File: config.mk
export PLATFORM = sky130hd
export DESIGN_NAME = c1_bus_responder
export DESIGN_NICKNAME = d
export VERILOG_FILES = /design/src/rtl/c1_bus_pkg.sv /design/src/rtl/c1_byte_mem.sv /design/src/rtl/c1_bus_responder.sv
export SDC_FILE = /design/constraint.sdc
export NUM_CORES = 1
export LEC_CHECK = 0
export ABC_AREA = 1
export ABC_CLOCK_PERIOD_IN_PS = 3700
export CORE_MARGIN = 1
export CORE_UTILIZATION = 25
export CTS_CLUSTER_DIAMETER = 100
export DETAILED_ROUTE_END_ITERATION = 12
export GPL_TIMING_DRIVEN = 0
export HOLD_SLACK_MARGIN = 0.1
export PLACE_DENSITY = 0.38
export SYNTH_ARGS = -nofsm -noshare
export SYNTH_HDL_FRONTEND = slang
export SYNTH_SLANG_ARGS = --single-unit
File: constraint.sdc
create_clock -name clk -period 3.7 [get_ports clk]
set_input_delay 0.74 -clock clk [delete_from_list [all_inputs] [get_ports clk]]
set_output_delay 0.74 -clock clk [all_outputs]
set_load 0.01 [all_outputs]
File: src/rtl/c1_bus_pkg.sv
// rtl/c1_bus_pkg.sv - shared C1 bus command codes, widths and size helpers
package c1_bus_pkg;

    localparam int C1_ADDR_W       = 5;
    localparam int C1_DATA_W       = 16;
    localparam int C1_CTRL_W       = 4;
    localparam int CACHE_LINE_SIZE = 16;

    typedef enum logic [3:0] {
        C1_NOP        = 4'd0,
        C1_READ8      = 4'd1,
        C1_READ16     = 4'd2,
        C1_READ32     = 4'd3,
        C1_INVALIDATE = 4'd4,
        C1_WRITE8     = 4'd5,
        C1_WRITE16    = 4'd6,
        C1_WRITE32    = 4'd7
    } c1_cmd_e;

    localparam logic [3:0] C1_RESPONSE = 4'd1;

    typedef enum logic [1:0] {
        ST_IDLE  = 2'd0,
        ST_WDATA = 2'd1,
        ST_WAIT  = 2'd2,
        ST_RESP  = 2'd3
    } c1_state_e;

    // Access size in bits; zero for commands that move no data.
    function automatic int size_bits(input c1_cmd_e cmd);
        case (cmd)
            C1_READ8,  C1_WRITE8:  return 8;
            C1_READ16, C1_WRITE16: return 16;
            C1_READ32, C1_WRITE32: return 32;
            default:               return 0;
        endcase
    endfunction

    function automatic logic is_read(input c1_cmd_e cmd);
        return (cmd == C1_READ8) || (cmd == C1_READ16) || (cmd == C1_READ32);
    endfunction

    function automatic logic is_write(input c1_cmd_e cmd);
        return (cmd == C1_WRITE8) || (cmd == C1_WRITE16) || (cmd == C1_WRITE32);
    endfunction

endpackage

File: src/rtl/c1_byte_mem.sv
// rtl/c1_byte_mem.sv - byte-addressed store with wrapping multi-byte read and byte-enable write
module c1_byte_mem #(
    parameter int ADDR_W = 5,
    parameter int DATA_W = 16
) (
    input  logic                  clk,
    input  logic                  rst_n,
    input  logic [ADDR_W-1:0]     rd_addr_i,
    output logic [DATA_W-1:0]     rd_data_o,
    input  logic                  wr_en_i,
    input  logic [ADDR_W-1:0]     wr_addr_i,
    input  logic [DATA_W-1:0]     wr_data_i,
    input  logic [DATA_W/8-1:0]   wr_be_i
);
    localparam int MEM_BYTES = 2 ** ADDR_W;
    localparam int NB        = DATA_W / 8;

    logic [7:0] mem_q [MEM_BYTES];

    // Address arithmetic is ADDR_W wide, so a+i wraps around the array for free.
    always_comb begin
        rd_data_o = '0;
        for (int i = 0; i < NB; i++) begin
            rd_data_o[8*i +: 8] = mem_q[rd_addr_i + ADDR_W'(i)];
        end
    end

    always_ff @(posedge clk or negedge rst_n) begin
        if (!rst_n) begin
            for (int j = 0; j < MEM_BYTES; j++) begin
                mem_q[j] <= 8'hFF;
            end
        end else if (wr_en_i) begin
            for (int i = 0; i < NB; i++) begin
                if (wr_be_i[i]) begin
                    mem_q[wr_addr_i + ADDR_W'(i)] <= wr_data_i[8*i +: 8];
                end
            end
        end
    end

endmodule

File: src/rtl/c1_bus_responder.sv
// rtl/c1_bus_responder.sv - memory-side C1 bus responder with multi-beat transfers and latency
module c1_bus_responder
    import c1_bus_pkg::*;
#(
    parameter int ADDR_W  = C1_ADDR_W,
    parameter int DATA_W  = C1_DATA_W,
    parameter int CTRL_W  = C1_CTRL_W,
    parameter int LATENCY = 1
) (
    input  logic              clk,
    input  logic              rst_n,
    input  logic [ADDR_W-1:0] a1,
    input  logic [CTRL_W-1:0] c1_in,
    input  logic [DATA_W-1:0] d1_in,
    output logic [CTRL_W-1:0] c1_out,
    output logic [DATA_W-1:0] d1_out,
    output logic              drive_en,
    output logic              busy
);
    localparam int NB    = DATA_W / 8;
    localparam int LAT_W = (LATENCY < 2) ? 1 : $clog2(LATENCY + 1);

    c1_state_e         state_q, state_d;
    c1_cmd_e           cmd_q, cmd_d;
    logic [ADDR_W-1:0] addr_q, addr_d;
    logic [2:0]        beat_q, beat_d;
    logic [LAT_W-1:0]  lat_q, lat_d;
    logic              drive_en_q, drive_en_d;
    logic [CTRL_W-1:0] c1_out_q, c1_out_d;
    logic [DATA_W-1:0] d1_out_q, d1_out_d;

    c1_cmd_e           cmd_in;
    logic              cmd_legal, last_resp, wr_en;
    logic [NB-1:0]     wr_be;
    logic [ADDR_W-1:0] rd_addr, wr_addr;
    logic [DATA_W-1:0] rd_data;

    function automatic logic [2:0] beats_of(input c1_cmd_e c);
        int n;
        n = size_bits(c) / DATA_W;
        return (n < 1) ? 3'd1 : 3'(n);
    endfunction

    function automatic logic [2:0] resp_beats(input c1_cmd_e c);
        return is_read(c) ? beats_of(c) : 3'd1;
    endfunction

    // Narrow reads on a wide bus zero the unused upper lanes.
    function automatic logic [DATA_W-1:0] beat_mask(input c1_cmd_e c);
        int sb;
        sb = size_bits(c);
        return (sb >= DATA_W) ? '1 : DATA_W'((64'd1 << sb) - 64'd1);
    endfunction

    assign cmd_in    = c1_cmd_e'(c1_in[3:0]);
    assign cmd_legal = (c1_in != '0) && (c1_in < CTRL_W'(8));
    assign last_resp = (beat_q == resp_beats(cmd_q) - 3'd1);
    assign wr_en     = (state_q == ST_WDATA);
    assign wr_addr   = addr_q + ADDR_W'(beat_q * NB);
    assign rd_addr   = addr_q + ADDR_W'(beat_d * NB);

    always_comb begin
        wr_be = '0;
        for (int i = 0; i < NB; i++) begin
            wr_be[i] = (i * 8) < size_bits(cmd_q);
        end
    end

    c1_byte_mem #(.ADDR_W(ADDR_W), .DATA_W(DATA_W)) u_mem (
        .clk       (clk),
        .rst_n     (rst_n),
        .rd_addr_i (rd_addr),
        .rd_data_o (rd_data),
        .wr_en_i   (wr_en),
        .wr_addr_i (wr_addr),
        .wr_data_i (d1_in),
        .wr_be_i   (wr_be)
    );

    always_ff @(posedge clk or negedge rst_n) begin
        if (!rst_n) begin
            state_q    <= ST_IDLE;
            cmd_q      <= C1_NOP;
            addr_q     <= '0;
            beat_q     <= '0;
            lat_q      <= '0;
            drive_en_q <= 1'b0;
            c1_out_q   <= '0;
            d1_out_q   <= '0;
        end else begin
            state_q    <= state_d;
            cmd_q      <= cmd_d;
            addr_q     <= addr_d;
            beat_q     <= beat_d;
            lat_q      <= lat_d;
            drive_en_q <= drive_en_d;
            c1_out_q   <= c1_out_d;
            d1_out_q   <= d1_out_d;
        end
    end

    always_comb begin
        state_d = state_q;
        cmd_d   = cmd_q;
        addr_d  = addr_q;
        beat_d  = beat_q;
        lat_d   = lat_q;
        case (state_q)
            ST_WDATA: begin
                if (beat_q == beats_of(cmd_q) - 3'd1) begin
                    state_d = ST_WAIT;
                    beat_d  = '0;
                    lat_d   = LAT_W'(LATENCY);
                end else begin
                    beat_d = beat_q + 3'd1;
                end
            end
            ST_WAIT: begin
                if (lat_q == LAT_W'(1)) begin
                    state_d = ST_RESP;
                    beat_d  = '0;
                end else begin
                    lat_d = lat_q - LAT_W'(1);
                end
            end
            ST_RESP: begin
                if (last_resp) begin
                    state_d = ST_IDLE;
                    beat_d  = '0;
                end else begin
                    beat_d = beat_q + 3'd1;
                end
            end
            default: ;
        endcase
        // A new command may land on the edge that retires the final response beat.
        if (((state_q == ST_IDLE) || ((state_q == ST_RESP) && last_resp)) && cmd_legal) begin
            cmd_d   = cmd_in;
            addr_d  = a1;
            beat_d  = '0;
            lat_d   = LAT_W'(LATENCY);
            state_d = is_write(cmd_in) ? ST_WDATA : ST_WAIT;
        end
    end

    always_comb begin
        drive_en_d = (state_d == ST_RESP);
        c1_out_d   = drive_en_d ? CTRL_W'(C1_RESPONSE) : '0;
        d1_out_d   = (drive_en_d && is_read(cmd_q)) ? (rd_data & beat_mask(cmd_q)) : '0;
    end

    assign drive_en = drive_en_q;
    assign c1_out   = c1_out_q;
    assign d1_out   = d1_out_q;
    assign busy     = (state_q != ST_IDLE);

endmodule

==> flow_summary.toml, run 1 <==
[critical_path]
critPathMaxFanout = 5
cp.arrival_ns = 4.63
reg2reg_slack_ns = -0.36
r2r_cells = 24
start_kind = "flip-flop"
rr_startpoint = "cmd_q[1]"
critPathCaptureType = "flip-flop"
critPathKind = "reg2reg"
startpoint = "cmd_q[1]"
cp_data_required_time_ns = 4.27
worst_r2r_endpoint = "d1_out[14]"

[timing]
setup_ws_ns = -0.359
fmax_mhz = 246
layout_worst_path_cycle_share = 1.10
fin_setup_tns_ns = -3.39
min_period_ns = 4.06
clock_skew_ns = 0.0279
slew_viol_final = 22
worst_pin_slew_ns = 1.57
rsz0062_at_grt = "true"
hold_viol_final = 0
setup_viol = 16
slew_headroom = -0.0489

[route]
antenna_left = 0
num_vias = 29542
drt_iter0_markers = 3680
route.detailed.drc = 0
vias_per_cell = 5.36
drtPass1Iterations = 6
wl_per_cell_um = 28.9
routed_wl_um = 159000

[yosys]
postSynthCellCount = 4087
synth_area_sq_mm = 0.0240
synthDistinctLibCells = 33
yosysSeqAreaShare = 0.314
ys_ff_latch = 288
yosysWarnings = 0
syn_avg_cell_area_sq_um = 5.87

[layout]
stdcell_area_sq_mm = 0.0293
fin_nets = 4249
regArea_sq_mm = 0.00753
area_growth_pct = 22.0
fin_util = 0.308
instances_no_fill = 5516
drive_gt1_frac = 0.172
multi_input_area_sq_mm = 0.0152
nFillCells = 10830

[cts]
hold_buffers = 0
clock_path_buffers = 3
numCtsBuffers = 44
cts-root-buf = "clkbuf_16"
cts_tree = "done"
clock_latency_ns = 0.64
clock-sinks = 288
htree_levels = 2
clk_pin_slew_ns = 0.06

[placement]
post-place-cells = 5395
place_congestion = 1.05
place_area_sq_mm = 0.0261
io_buffers = 37
place_hpwl_um = 120000

[status]
status = "finished, violations left"
violations = "max-capacitance violations, max-slew violations, negative setup slack"

[global_routing]
grt_max_degree = 100
grt_pass1_vias = 27327
antenna_found_initial = 8
overflow = 0
grt_first_pass_wirelength_um = 220000
grt_usage = 0.321

[floorplan]
fp-row-count = 113
core_sq_mm = 0.0950
pin_count = 49
start_util = 0.252
die_h_um = 312
die_x_um = 312
die_area_sq_mm = 0.0971

[run]
maxCapViolations = 2

[worst_hold_path]
min-delay-path-class = "in2async"
-- cell families (layout without fill, tap and decap cells) --
group | after synthesis | count (layout) | share of synthesized area
AOI/OAI and AO/OA | 59 | 59 | 0.0143
other | 1 | 7 | 0.000156
DFF | 288 | 288 | 0.314
adders and majority gates | 11 | 11 | 0.00637
and+or+nand+nor | 3219 | 3219 | 0.575
buffers and inverters | 503 | 661 | 0.0881
xor gates and xnor gates | 6 | 6 | 0.00251
-- state kept, by name (all words and copies together) (netlist names) --
name / count
beat_q: 3
addr_q: 5
lat_q: 1
u_mem.mem_q: 256
d1_out: 16
c1_out: 1
cmd_q: 4
state_q: 2
-- cell usage after synthesis (all sizes together) --
master	count	area, sq um
conb	1	3.75
nand2	1819	6840
xnor2	1	8.76
buf	140	749
a31oi	2	12.5
a21oi	16	83.8
dfrtp	32	801
nor2	312	1310
fa	2	40.0
o21ai	26	134
dfstp	256	6730
nand3b	1	7.51
o21bai	2	15.0
o211ai	12	90.1
xor2	5	51.3
nand3	992	5020
ha	9	113
clkbuf	171	642
a21boi	1	7.51
clkinv	11	42.5
nand4	95	594
inv	181	679
-- cells in the final DEF (no fill, tap or decap), drive strengths merged --
cell and count:
a31oi 2, a21boi 1, xnor2 1, diode 4
buf 178, ha 9, nand2 1819, nand4 95
nand3b 1, clkinvlp 2, clkdlybuf4s50 36, o21bai 2
fa 2, clkinv 24, dfstp 256, o211ai 12
conb 3, a21oi 16, nor2 312, clkdlybuf4s15 2
clkbuf 235, xor2 5, dfrtp 32, o21ai 26
inv 180, bufinv 4, nand3 992
-- metrics by stage --
stage / hold slack [ns] / setup WS, ns
finish: 0.326 / -0.359
global route: 0.361 / -0.424
CTS: 0.322 / -0.285
detailed placement: 0.473 / -2.03
global placement: 0.474 / -12.24
floorplan: 0.444 / 0.0335
-- timing repair --
action | 4_1_cts | 5_1_grt
pin swaps | 18 | 42
endpoints found under the hold margin | 0 | 0
gates cloned | 3 | 3
resized for setup | 205 | 114
buffers inserted | 20 | 9
setup endpoints to repair | 36 | 28
-- layout make-up --
class,count,share of cell area
Antenna cell,4,0.000342
Buffer,311,0.0607
Clock buffer,64,0.0458
Clock inverter,18,0.00723
Inverter,192,0.0254
Multi-Input combinational cell,3298,0.521
Sequential cell,288,0.257
Tap cell,1265,0.0541
Timing Repair Buffer,76,0.0287
-- critical path: stages (launching register included) --
cell and delay [ns]:
dfrtp_1 0.42, nand2_4 0.08, nor2_4 0.15, nand2_4 0.08
inv_2 0.07, ha_4 0.19, xnor2_2 0.13, nor2_2 0.16
nand2_1 0.08, nand2_1 0.10, nand2_2 0.09, nor2_4 0.13
nor2_4 0.06, ha_4 0.16, fa_1 0.55, buf_12 0.16
xor2_4 0.17, buf_12 0.16, inv_8 0.05, clkbuf_16 0.15
o211ai_1 0.20, nand3_1 0.24, nand3_2 0.16, nand3_4 0.11
nor2_2 0.11
-- how the worst max path moves through the flow --
stage | to | slack [ns] | cells after the start
after floorplan | d1_out[13] | 0.03 | 24
after global placement | c1_out[0] | -12.24 | 1
after detailed placement | d1_out[11] | -2.03 | 18
after CTS | d1_out[14] | -0.28 | 25
after global routing | d1_out[14] | -0.42 | 25
final | d1_out[14] | -0.36 | 24
-- per-layer routing --
metal | track usage | wire [um] | part of all wire
met5 | 0.00346 | 73 | 0.00046
met3 | 0.0580 | 13300 | 0.084
met1 | 0.452 | 71300 | 0.45
met4 | 0.120 | 6930 | 0.043
met2 | 0.483 | 67800 | 0.43
Power of run 1 is left out: the tool's default activity adds up to more than one toggle a clock period on the data nets, which glitch-free logic cannot reach.
==> run 2, diff against run 1 <==
- CORE_ASPECT_RATIO: unset -> 0.6
==> run 2 against run 1 <==
Net effect:
- the flow still finishes with violations (max-capacitance violations, max-slew violations, negative setup slack)
- via count up 1.6%
- clock skew is 0.0039 ns higher
- critical path depth rose by 1
==> flow_summary.toml, run 2 (synthesized netlist as in run 1, its figures left out) <==
[layout]
largest_reg_flops = 256
nFillCells = 10523
regArea_sq_mm = 0.00753
fin_nets = 4237
area_growth_pct = 21.2
multi_input_area_sq_mm = 0.0152
top_register = "u_mem.mem_q"
stdcell_area_sq_mm = 0.0291
layout_commonest_cell = "nand2_1"
final_cell_mix = "nand2_1, nand3_1, nor2_1"
drive_gt1_frac = 0.167

[cts]
cts_tree = "done"
cts-root-buf = "clkbuf_16"
clk_pin_slew_ns = 0.06
clock_path_buffers = 3
htree_levels = 2
numCtsBuffers = 38
clock-sinks = 288
clock_latency_ns = 0.61

[critical_path]
r2r_cells = 25
critPathMaxFanout = 8
start_kind = "flip-flop"
reg2reg_slack_ns = -0.27
critPathKind = "reg2reg"
cp-endpoint = "d1_out[14]"
cp.arrival_ns = 4.48
worst_r2r_endpoint = "d1_out[14]"
rr_startpoint = "cmd_q[3]"
cp_data_required_time_ns = 4.21
startpoint = "cmd_q[3]"
critPathCaptureType = "flip-flop"

[placement]
place_area_sq_mm = 0.0261
place_hpwl_um = 129000
io_buffers = 37
dp_slack_ns = -2.27
place_congestion = 1.04

[timing]
rsz0062_at_grt = "true"
setup_viol = 16
worst_pin_slew_ns = 1.61
slew_headroom = -0.0758
slew_viol_final = 22
hold_viol_final = 0
clock_skew_ns = 0.0318
min_period_ns = 3.97
fmax_mhz = 252
layout_worst_path_cycle_share = 1.07
setup_ws_ns = -0.268

[floorplan]
die_area_sq_mm = 0.0972
die_h_um = 242
start_util = 0.254
pin_count = 49
die_x_um = 402
core_sq_mm = 0.0945
fp-row-count = 87

[route]
wl_per_cell_um = 30.9
route.detailed.drc = 0
antenna_left = 0
routed_wl_um = 169000
drt_iter0_markers = 4924
vias_per_cell = 5.48
num_vias = 30017
drtPass1Iterations = 6

[status]
violations = "max-capacitance violations, max-slew violations, negative setup slack"
status = "finished, violations left"

[global_routing]
antenna_found_initial = 9
overflow = 0
grt_pass1_vias = 26436
grt_first_pass_wirelength_um = 230000
grt_usage = 0.340
grt_max_degree = 94

[worst_hold_path]
min-delay-path-class = "reg2reg"

[run]
maxCapViolations = 2
## run 2: cell count changes in the layout (fill, tap and decap cells not counted), sizes merged
cell / before / now
buf: 178 / 168
clkdlybuf4s18: 0 / 1
inv: 180 / 182
clkinv: 24 / 16
bufbuf: 0 / 1
clkbuf: 235 / 228
dlygate4sd3: 0 / 1
bufinv: 4 / 5
clkdlybuf4s15: 2 / 1
diode: 4 / 3
## run 2: layout make-up
class / count / area share
inverter: 192 / 0.0262
tap: 1246 / 0.0536
timing repair buffer: 71 / 0.0288
clock buffer: 55 / 0.0394
buffer: 310 / 0.0610
sequential: 288 / 0.259
antenna: 3 / 0.000258
multi-input combinational: 3298 / 0.525
clock inverter: 13 / 0.00689
## run 2: worst min path at each step
stage                           startpoint          endpoint  slack, ns  cells past startpoint
final                     u_mem.mem_q[174]  u_mem.mem_q[174]       0.48                      2
after global routing      u_mem.mem_q[249]  u_mem.mem_q[249]       0.50                      2
after CTS                  u_mem.mem_q[46]   u_mem.mem_q[46]       0.48                      2
after detailed placement   u_mem.mem_q[46]   u_mem.mem_q[46]       0.47                      2
after global placement            cmd_q[2]          cmd_q[2]       0.47                      2
after floorplan                      rst_n         addr_q[0]       0.44                      0
## run 2: per-stage QoR
stage	hold WS [ns]	std cells	utilization	TNS, ns
3_3_place_gp	0.471	5372	0.274	-2481.16
4_1_cts	0.483	5472	0.305	-4.47
6_report	0.484	5476	0.308	-2.93
3_5_place_dp	0.472	5379	0.276	-36.24
2_1_floorplan	0.444	4089	-	0
5_1_grt	0.497	5473	0.307	-4.87
## run 2: routing by layer
metal / track usage / vias to the layer above / part of all wire
met1: 0.551 / 14614 / 0.50
li1: - / 13363 / -
met2: 0.420 / 1836 / 0.36
met5: 0 / - / 0.00015
met3: 0.0955 / 198 / 0.12
met4: 0.0751 / 6 / 0.022
## run 2: timing repair
action | CTS | global route
gates resized for setup | 268 | 56
hold buffers | 1 | 0
pin swaps | 24 | 19
endpoints found under the setup margin | 55 | 73
endpoints found under the hold margin | 13 | 0
gates cloned | 7 | 0
buffers inserted | 17 | 1
## run 2: critical path, cell delays in order (launching register included)
cell and delay, ns:
dfrtp_1 0.37, inv_2 0.07, nand2_4 0.06, nor2_4 0.12
nand2_4 0.09, inv_2 0.07, ha_4 0.19, xnor2_2 0.12
nor2_2 0.15, nand3_2 0.12, nand2_2 0.11, nand2_4 0.08
o21ai_4 0.08, nor2_4 0.07, ha_4 0.16, fa_1 0.53
buf_12 0.17, xor2_4 0.17, buf_12 0.18, inv_16 0.06
clkbuf_16 0.17, o211ai_1 0.16, nand3_2 0.22, nand3_2 0.12
nand3_2 0.10, nor2_2 0.09
Power of run 2 is left out for the same reason.
